==> config.mk <==
export PLATFORM = sky130hd
export DESIGN_NAME = gradient_descent_vec_flat
export DESIGN_NICKNAME = d
export VERILOG_FILES = /design/src/rtl/gradient_descent_vec_if.sv /design/src/rtl/gradient_descent_vec.sv /design/src/flat_wrapper.sv
export SDC_FILE = /design/constraint.sdc
export NUM_CORES = 2
export LEC_CHECK = 0
export BUFFER_PORTS_ARGS = -buffer_cell sky130_fd_sc_hd__buf_2
export CAP_MARGIN = 5
export CORE_AREA = 3 3 342 277
export CTS_BUF_LIST = sky130_fd_sc_hd__clkbuf_4
export CTS_CLUSTER_SIZE = 28
export DETAILED_ROUTE_END_ITERATION = 7
export DIE_AREA = 0 0 345 280
export PLACE_DENSITY = 0.86
export REMOVE_ABC_BUFFERS = 1
export SYNTH_ARGS = -nofsm -noshare
export SYNTH_HDL_FRONTEND = slang
export SYNTH_SLANG_ARGS = --single-unit
==> constraint.sdc <==
create_clock -name clk -period 9.1 [get_ports clk]
set_clock_uncertainty 0.1 [all_clocks]
set_input_delay 0.91 -clock clk [delete_from_list [all_inputs] [get_ports clk]]
set_output_delay 0.91 -clock clk [all_outputs]
set_load 0.02 [all_outputs]
==> src/rtl/gradient_descent_vec_if.sv <==
// Handshake/data bundle between the gradient path and the weight update unit.
// GRAD_DESCENT_WEIGHT_DECAY_EN adds the wd_in weight-decay coefficient.
interface gradient_descent_vec_if #(
    parameter int unsigned WIDTH   = 16,
    parameter int unsigned LANES   = 4,
    parameter int unsigned BATCH_W = 16
);
    logic [WIDTH-1:0]       lr_in;
    logic [LANES*WIDTH-1:0] W_old_in;
    logic [LANES*WIDTH-1:0] grad_in;
    logic [BATCH_W-1:0]     batch_len_in;
    logic                   in_valid_in;
    logic                   in_ready_out;
    logic [LANES*WIDTH-1:0] W_updated_out;
    logic [LANES-1:0]       sat_out;
    logic                   out_valid_out;
    logic                   out_ready_in;
    logic                   batch_done_out;
`ifdef GRAD_DESCENT_WEIGHT_DECAY_EN
    logic [WIDTH-1:0]       wd_in;
`endif

    modport slave (
`ifdef GRAD_DESCENT_WEIGHT_DECAY_EN
        input  wd_in,
`endif
        input  lr_in, W_old_in, grad_in, batch_len_in, in_valid_in, out_ready_in,
        output in_ready_out, W_updated_out, sat_out, out_valid_out, batch_done_out
    );

    modport master (
`ifdef GRAD_DESCENT_WEIGHT_DECAY_EN
        output wd_in,
`endif
        output lr_in, W_old_in, grad_in, batch_len_in, in_valid_in, out_ready_in,
        input  in_ready_out, W_updated_out, sat_out, out_valid_out, batch_done_out
    );
endinterface

==> src/rtl/gradient_descent_vec.sv <==
// Vector SGD weight update: W_new = W_old - lr*grad per lane, signed fixed point,
// round-half-up, saturating, with a global-stall valid/ready pipeline and batch tagging.
// Optional GRAD_DESCENT_WEIGHT_DECAY_EN folds wd*W_old into the gradient.
module gradient_descent_vec #(
    parameter int unsigned WIDTH   = 16,
    parameter int unsigned FRAC    = 8,
    parameter int unsigned LANES   = 4,
    parameter int unsigned BATCH_W = 16
) (
    input logic                   clk,
    input logic                   rst,
    gradient_descent_vec_if.slave bus
);
`ifdef GRAD_DESCENT_WEIGHT_DECAY_EN
    localparam int unsigned GW = WIDTH + 2;
    localparam logic signed [2*WIDTH-1:0] RND_WD = (2*WIDTH)'(2 ** (FRAC - 1));
`else
    localparam int unsigned GW = WIDTH;
`endif
    localparam int unsigned PW = WIDTH + GW;
    localparam logic signed [PW-1:0] RND   = PW'(2 ** (FRAC - 1));
    localparam logic signed [PW:0]   D_MAX = (PW+1)'(2 ** (WIDTH - 1) - 1);
    localparam logic signed [PW:0]   D_MIN = ~D_MAX;
    localparam logic [WIDTH-1:0]     W_MAX = {1'b0, {(WIDTH-1){1'b1}}};
    localparam logic [WIDTH-1:0]     W_MIN = {1'b1, {(WIDTH-1){1'b0}}};

    // S1: accepted beat operands
    logic                   s1_valid_q, s1_last_q;
    logic [WIDTH-1:0]       s1_lr_q;
    logic [LANES*WIDTH-1:0] s1_w_q, s1_g_q;
`ifdef GRAD_DESCENT_WEIGHT_DECAY_EN
    logic [WIDTH-1:0]       s1_wd_q;
    logic signed [2*WIDTH-1:0] wd_prod [LANES];
    logic signed [2*WIDTH-1:0] wd_term [LANES];
`endif
    // S2: products with the old weights riding alongside
    logic                   s2_valid_q, s2_last_q;
    logic signed [PW-1:0]   s2_p_q [LANES];
    logic [LANES*WIDTH-1:0] s2_w_q;
    // Output register
    logic                   out_valid_q, out_last_q;
    logic [LANES*WIDTH-1:0] out_w_q;
    logic [LANES-1:0]       out_sat_q;
    // Batch tracking
    logic [BATCH_W-1:0]     cnt_q, len_q, len_cur, cnt_next;
    logic                   is_last;

    logic                   adv, accept;
    logic signed [GW-1:0]   g_eff [LANES];
    logic signed [PW-1:0]   p_c [LANES];
    logic signed [PW-1:0]   s_c [LANES];
    logic signed [PW:0]     d_c [LANES];
    logic [LANES*WIDTH-1:0] res_w;
    logic [LANES-1:0]       res_sat;

    assign adv              = !out_valid_q || bus.out_ready_in;
    assign accept           = bus.in_valid_in && adv;
    assign bus.in_ready_out = adv;

    // Batch length is taken only on the first beat; later changes wait for the next batch.
    always_comb begin
        len_cur = len_q;
        if (cnt_q == '0) begin
            len_cur = (bus.batch_len_in == '0) ? BATCH_W'(1) : bus.batch_len_in;
        end
        is_last  = (cnt_q == len_cur - BATCH_W'(1));
        cnt_next = is_last ? '0 : cnt_q + BATCH_W'(1);
    end

    // S1 datapath: effective gradient and full-width product per lane
    always_comb begin
        for (int i = 0; i < LANES; i++) begin
            g_eff[i] = GW'($signed(s1_g_q[i*WIDTH +: WIDTH]));
`ifdef GRAD_DESCENT_WEIGHT_DECAY_EN
            wd_prod[i] = (2*WIDTH)'($signed(s1_wd_q)) *
                         (2*WIDTH)'($signed(s1_w_q[i*WIDTH +: WIDTH]));
            wd_term[i] = (wd_prod[i] + RND_WD) >>> FRAC;
            g_eff[i]   = g_eff[i] + GW'(wd_term[i]);
`endif
            p_c[i] = PW'($signed(s1_lr_q)) * PW'(g_eff[i]);
        end
    end

    // S2 datapath: round, subtract at one extra bit, clamp to the weight range
    always_comb begin
        res_w   = '0;
        res_sat = '0;
        for (int i = 0; i < LANES; i++) begin
            s_c[i] = (s2_p_q[i] + RND) >>> FRAC;
            d_c[i] = (PW+1)'($signed(s2_w_q[i*WIDTH +: WIDTH])) - (PW+1)'(s_c[i]);
            if (d_c[i] > D_MAX) begin
                res_w[i*WIDTH +: WIDTH] = W_MAX;
                res_sat[i]              = 1'b1;
            end else if (d_c[i] < D_MIN) begin
                res_w[i*WIDTH +: WIDTH] = W_MIN;
                res_sat[i]              = 1'b1;
            end else begin
                res_w[i*WIDTH +: WIDTH] = d_c[i][WIDTH-1:0];
            end
        end
    end

    // Pipeline and batch state; everything holds while downstream stalls
    always_ff @(posedge clk) begin
        if (rst) begin
            s1_valid_q  <= 1'b0;
            s1_last_q   <= 1'b0;
            s1_lr_q     <= '0;
            s1_w_q      <= '0;
            s1_g_q      <= '0;
`ifdef GRAD_DESCENT_WEIGHT_DECAY_EN
            s1_wd_q     <= '0;
`endif
            s2_valid_q  <= 1'b0;
            s2_last_q   <= 1'b0;
            s2_w_q      <= '0;
            for (int i = 0; i < LANES; i++) s2_p_q[i] <= '0;
            out_valid_q <= 1'b0;
            out_last_q  <= 1'b0;
            out_w_q     <= '0;
            out_sat_q   <= '0;
            cnt_q       <= '0;
            len_q       <= '0;
        end else if (adv) begin
            s1_valid_q <= accept;
            // Bubbles carry no last tag so batch_done never fires on them
            s1_last_q  <= accept && is_last;
            if (accept) begin
                s1_lr_q <= bus.lr_in;
                s1_w_q  <= bus.W_old_in;
                s1_g_q  <= bus.grad_in;
`ifdef GRAD_DESCENT_WEIGHT_DECAY_EN
                s1_wd_q <= bus.wd_in;
`endif
                cnt_q   <= cnt_next;
                if (cnt_q == '0) len_q <= len_cur;
            end
            s2_valid_q  <= s1_valid_q;
            s2_last_q   <= s1_last_q;
            s2_w_q      <= s1_w_q;
            s2_p_q      <= p_c;
            out_valid_q <= s2_valid_q;
            out_last_q  <= s2_last_q;
            out_w_q     <= res_w;
            out_sat_q   <= res_sat;
        end
    end

    assign bus.out_valid_out  = out_valid_q;
    assign bus.W_updated_out  = out_w_q;
    assign bus.sat_out        = out_sat_q;
    assign bus.batch_done_out = out_last_q;
endmodule
==> src/flat_wrapper.sv <==
// flat-port wrapper written by rule: the top's interface ports become plain ports
module gradient_descent_vec_flat 
#(
    parameter int unsigned WIDTH   = 16,
    parameter int unsigned FRAC    = 8,
    parameter int unsigned LANES   = 4,
    parameter int unsigned BATCH_W = 16
)
  (clk, rst, bus_lr_in, bus_W_old_in, bus_grad_in, bus_batch_len_in, bus_in_valid_in, bus_out_ready_in, bus_in_ready_out, bus_W_updated_out, bus_sat_out, bus_out_valid_out, bus_batch_done_out);
  gradient_descent_vec_if #(.WIDTH(WIDTH), .LANES(LANES), .BATCH_W(BATCH_W)) bus_i ();
  input logic clk;
  input logic rst;
  input wire logic [$bits(bus_i.lr_in)-1:0] bus_lr_in;
  input wire logic [$bits(bus_i.W_old_in)-1:0] bus_W_old_in;
  input wire logic [$bits(bus_i.grad_in)-1:0] bus_grad_in;
  input wire logic [$bits(bus_i.batch_len_in)-1:0] bus_batch_len_in;
  input wire logic [$bits(bus_i.in_valid_in)-1:0] bus_in_valid_in;
  input wire logic [$bits(bus_i.out_ready_in)-1:0] bus_out_ready_in;
  output wire logic [$bits(bus_i.in_ready_out)-1:0] bus_in_ready_out;
  output wire logic [$bits(bus_i.W_updated_out)-1:0] bus_W_updated_out;
  output wire logic [$bits(bus_i.sat_out)-1:0] bus_sat_out;
  output wire logic [$bits(bus_i.out_valid_out)-1:0] bus_out_valid_out;
  output wire logic [$bits(bus_i.batch_done_out)-1:0] bus_batch_done_out;
  assign bus_i.lr_in = bus_lr_in;
  assign bus_i.W_old_in = bus_W_old_in;
  assign bus_i.grad_in = bus_grad_in;
  assign bus_i.batch_len_in = bus_batch_len_in;
  assign bus_i.in_valid_in = bus_in_valid_in;
  assign bus_i.out_ready_in = bus_out_ready_in;
  assign bus_in_ready_out = bus_i.in_ready_out;
  assign bus_W_updated_out = bus_i.W_updated_out;
  assign bus_sat_out = bus_i.sat_out;
  assign bus_out_valid_out = bus_i.out_valid_out;
  assign bus_batch_done_out = bus_i.batch_done_out;
  gradient_descent_vec #(.WIDTH(WIDTH), .FRAC(FRAC), .LANES(LANES), .BATCH_W(BATCH_W)) u_core (.clk(clk), .rst(rst), .bus(bus_i));
endmodule
==> impl_metrics.csv <==
group,metric,value,unit
floorplan,core,0.0912,sq mm
detailed_routing,viasPerCell,5.72,
pwr,p_switching,3660,uW
yosys,syn_avg_cell_area,8.59,sq um
grt,antenna_found_initial,6,
setup_path,cp-endpoint,"u_core.s2_p_q[23]",
timing,finalCritPeriodShare,86.3,%
final_layout,layout_common_cells,"1184 x inv_1, 1182 x nand2_1, 1048 x fa_1",
setup_path,critical_path_class,"register to register",
pwr,pwr-share-comb,48.2,%
detailed_routing,first_pass_iters,8,
pwr,power.leakage,0.0316,uW
setup_path,cp_slowest_cell,"dfxtp_2",
setup_path,cp.required,9.87,ns
setup_path,critPathLaunch,"u_core.s1_lr_q[10]",
timing,timing_hold_violations_final,0,
flow_run,maxCapViolCount,0,
setup_path,cp-start-kind,"register",
yosys,synth_edf_count,0,
yosys,yosysTopAreaCellShare,35.4,%
grt,grt_pass1_wl,255000,um
detailed_routing,initialDrtViolationCount,3526,
yosys,ys.warnings.count,0,
timing,slew_headroom,6.75,%
setup_path,max_stage_delay,0.92,ns
timing,slew_violations,0,
pwr,cellPowerDensity,131,mW/mm^2
yosys,synth_ff_type,"dfxtp_1",
detailed_routing,drt-met1-wl,60900,um
grt,grt_max_degree,147,
grt,grt_overflow,0,
clocking,holdBufCountCts,88,
setup_path,crit_chain,"nand2_1 -> fa_1 -> fa_1 -> fa_1 -> fa_1 -> inv_1 -> fa_1 -> fa_1 -> ha_1 -> a21oi_1 -> o21bai_1 -> a2111oi_0 -> o31ai_1 -> a21oi_1 -> or4b_2 -> a31o_2 -> a21o_1 -> a21oi_1 -> xor2_1 -> o21ai_0",
floorplan,die-area,0.0966,sq mm
pwr,p_clk_share,21.8,%
final_layout,area_growth,7.35,%
timing,worst_slew_pin_slew,1.40,ns
min_path,hp-class,"primary input to register",
setup_path,crit_top_cell,"fa_1",
yosys,synth_top_area_cell,"fa_1",
pwr,swShare,43.9,%
yosys,yosysSeqAreaShare,14.0,%
yosys,syn_inst,6911,
clocking,h-tree-depth,3,
detailed_routing,wl,154000,um
final_layout,final_common_cell,"inv_1",
clocking,cts_tree,"done",
floorplan,die_x,345,um
clocking,path_clk_slew,0.08,ns
floorplan,start_util,65.1,%
clocking,cts_root_buffer,"clkbuf_4",
setup_path,ff2ff_path_depth,20,
setup_path,r2r-end,"u_core.s2_p_q[23]",
setup_path,critPathMaxFanout,35,
timing,setup_viol,0,
timing,rsz0062_at_grt,"no",
clocking,cts_inserted_buffers,114,
clocking,insertion_delay,1.02,ns
pwr,cellInternalPower,4670,uW
placed_design,place_area,0.0613,sq mm
final_layout,design_area,0.0637,sq mm
detailed_routing,wl_per_cell,18.4,um
placed_design,gp_congestion,0.937,
clocking,clock-sinks,414,
yosys,ys_seq_elements,414,
detailed_routing,drc,0,
detailed_routing,route.met2.wl,70500,um
yosys,synth_area_leaders,"fa_1 35%, dfxtp_1 14%, ha_1 8.8%",
timing,max_freq,127,MHz
placed_design,portBuffers,234,
yosys,ys_async_sr_fraction,0,%
setup_path,r2r_slack,1.25,ns
pwr,seqPwrFrac,30.0,%
yosys,synth.distinct_cells,86,
final_layout,finalNetCount,8704,
setup_path,crit_arrival,8.62,ns
clocking,post-cts-setup-buffers,0,
grt,grt_pass1_vias,51474,
timing,final.min_clock_period,7.85,ns
final_layout,drive_above_1_share,7.17,%
final_layout,final_util,69.9,%
floorplan,row_count,99,
floorplan,ios,235,
placed_design,dpl.hpwl,117000,um
detailed_routing,antenna_left,0,
pwr,ir_worst_vdd,0.105,mV
detailed_routing,wl_met3,16700,um
status,outcome,"finished, final reports clean",
detailed_routing,vias,47921,
yosys,syn-cell-area,0.0593,sq mm
clocking,cts-resized-gates,0,
setup_path,reg2reg_from,"u_core.s1_lr_q[10]",
setup_path,endpoint_kind,"register",
detailed_routing,maxUsedRoutingLayer,"met5",
grt,groute.usage.overall,32.5,%
floorplan,die_y,280,um
clocking,cts_buffer_depth,3,
final cells by class:
cell class / count / area [sq um]
tap: 1212 / 1520
clock buffer: 150 / 1130
sequential: 414 / 8310
multi-input combinational: 4986 / 45400
timing repair buffer: 372 / 2520
clock inverter: 46 / 354
fill: 6953 / 27500
antenna: 15 / 37.5
inverter: 1185 / 4460
worst min path at each step:
stage                                             from                      endpoint  slack (ns)  cells after the start
after floorplan                       u_core.s2_w_q[0]              u_core.s2_w_q[0]        0.33                      2
after CTS                                 bus_lr_in[3]             u_core.s1_lr_q[3]      0.0002                      3
after detailed placement  u_core.bus.W_updated_out[15]  u_core.bus.W_updated_out[15]        0.34                      2
final                                   bus_grad_in[3]              u_core.s1_g_q[3]        0.07                      3
after global placement    u_core.bus.W_updated_out[15]  u_core.bus.W_updated_out[15]        0.34                      2
after global routing                      bus_lr_in[3]             u_core.s1_lr_q[3]       0.006                      3
metal layers:
| layer | vias up | GRT usage (%) |
|---|---|---|
| met5 | - | 0 |
| li1 | 21728 | - |
| met1 | 23610 | 42.2 |
| met2 | 2142 | 51.7 |
| met4 | 4 | 12.1 |
| met3 | 437 | 9.67 |
sequential cells by signal, summed over array words and instances, names as in the netlist:
register                   cells
u_core.bus.batch_done_out      1
u_core.s1_lr_q                16
u_core.s1_g_q                 64
u_core.bus.out_valid_out       1
u_core.s1_valid_q              1
u_core.s2_w_q                 64
u_core.s2_p_q                100
u_core.cnt_q                  16
u_core.len_q                  16
u_core.s2_valid_q              1
u_core.bus.sat_out             4
u_core.bus.W_updated_out      64
u_core.s1_w_q                 64
u_core.s1_last_q               1
u_core.s2_last_q               1
logic make-up after synthesis:
| logic type | count (synthesis) | share of synthesized area (%) |
|---|---|---|
| and+or+nand+nor | 2317 | 18.2 |
| AOI/OAI and AO/OA | 847 | 8.73 |
| muxes | 23 | 0.398 |
| DFF | 414 | 14.0 |
| adders and majority gates | 1467 | 44.2 |
| buffers and inverters | 1511 | 9.60 |
| xor gates and xnor gates | 332 | 4.90 |
cell usage after synthesis, drive strengths merged (5+ instances only):
master and n:
a21boi 8, buf 14, nand2b 38, o211ai 15
xor2 143, o32ai 12, a2111oi 5, o21bai 23
nand3 79, and3 39, a211oi 54, a21oi 434
nor2b 27, nand2 1183, xnor2 189, ha 419
o22ai 5, o31ai 13, and2 500, nand4 41
mux2i 21, or2 10, o21ai 100, a211o 8
o21a 29, a31o 10, nor4 27, and4 7
inv 1185, nor3b 5, a31oi 15, fa 1048
o31a 6, dfxtp 414, clkbuf 312, o41ai 5
nor3 59, a21o 64, nor2 265, or3 23
power groups by stage:
stage / Combinational (uW) / Clock (uW) / Sequential [uW]
floorplan: 2720 / 0 / 2560
finish: 4010 / 1820 / 2500
global placement: 3760 / 0 / 2490
CTS: 3970 / 1860 / 2470
global route: 4470 / 1950 / 2520
detailed placement: 3910 / 0 / 2510
worst max-delay path: cells and delay by family (launching register included):
family / cells / cell delay (ns)
xor gates and xnor gates: 1 / 0.15
AOI/OAI and AO/OA: 9 / 2.17
adders and majority gates: 7 / 3.42
buffers and inverters: 1 / 0.05
DFF: 1 / 0.92
and+or+nand+nor: 2 / 0.88
per-stage QoR:
stage          hold WS (ns)  TNS [ns]  worst slack, ns  std cells  power, uW
3_5_place_dp          0.344         0             1.40       8081       6420
4_1_cts            0.000153         0             1.41       8365       8300
6_report             0.0684         0             1.25       8380       8330
5_1_grt             0.00582         0            0.952       8374       8940
3_3_place_gp          0.338         0             1.62       8081       6250
2_1_floorplan         0.326  -1780.67            -6.55       6585       5270
(Power assumes the default switching activity.)
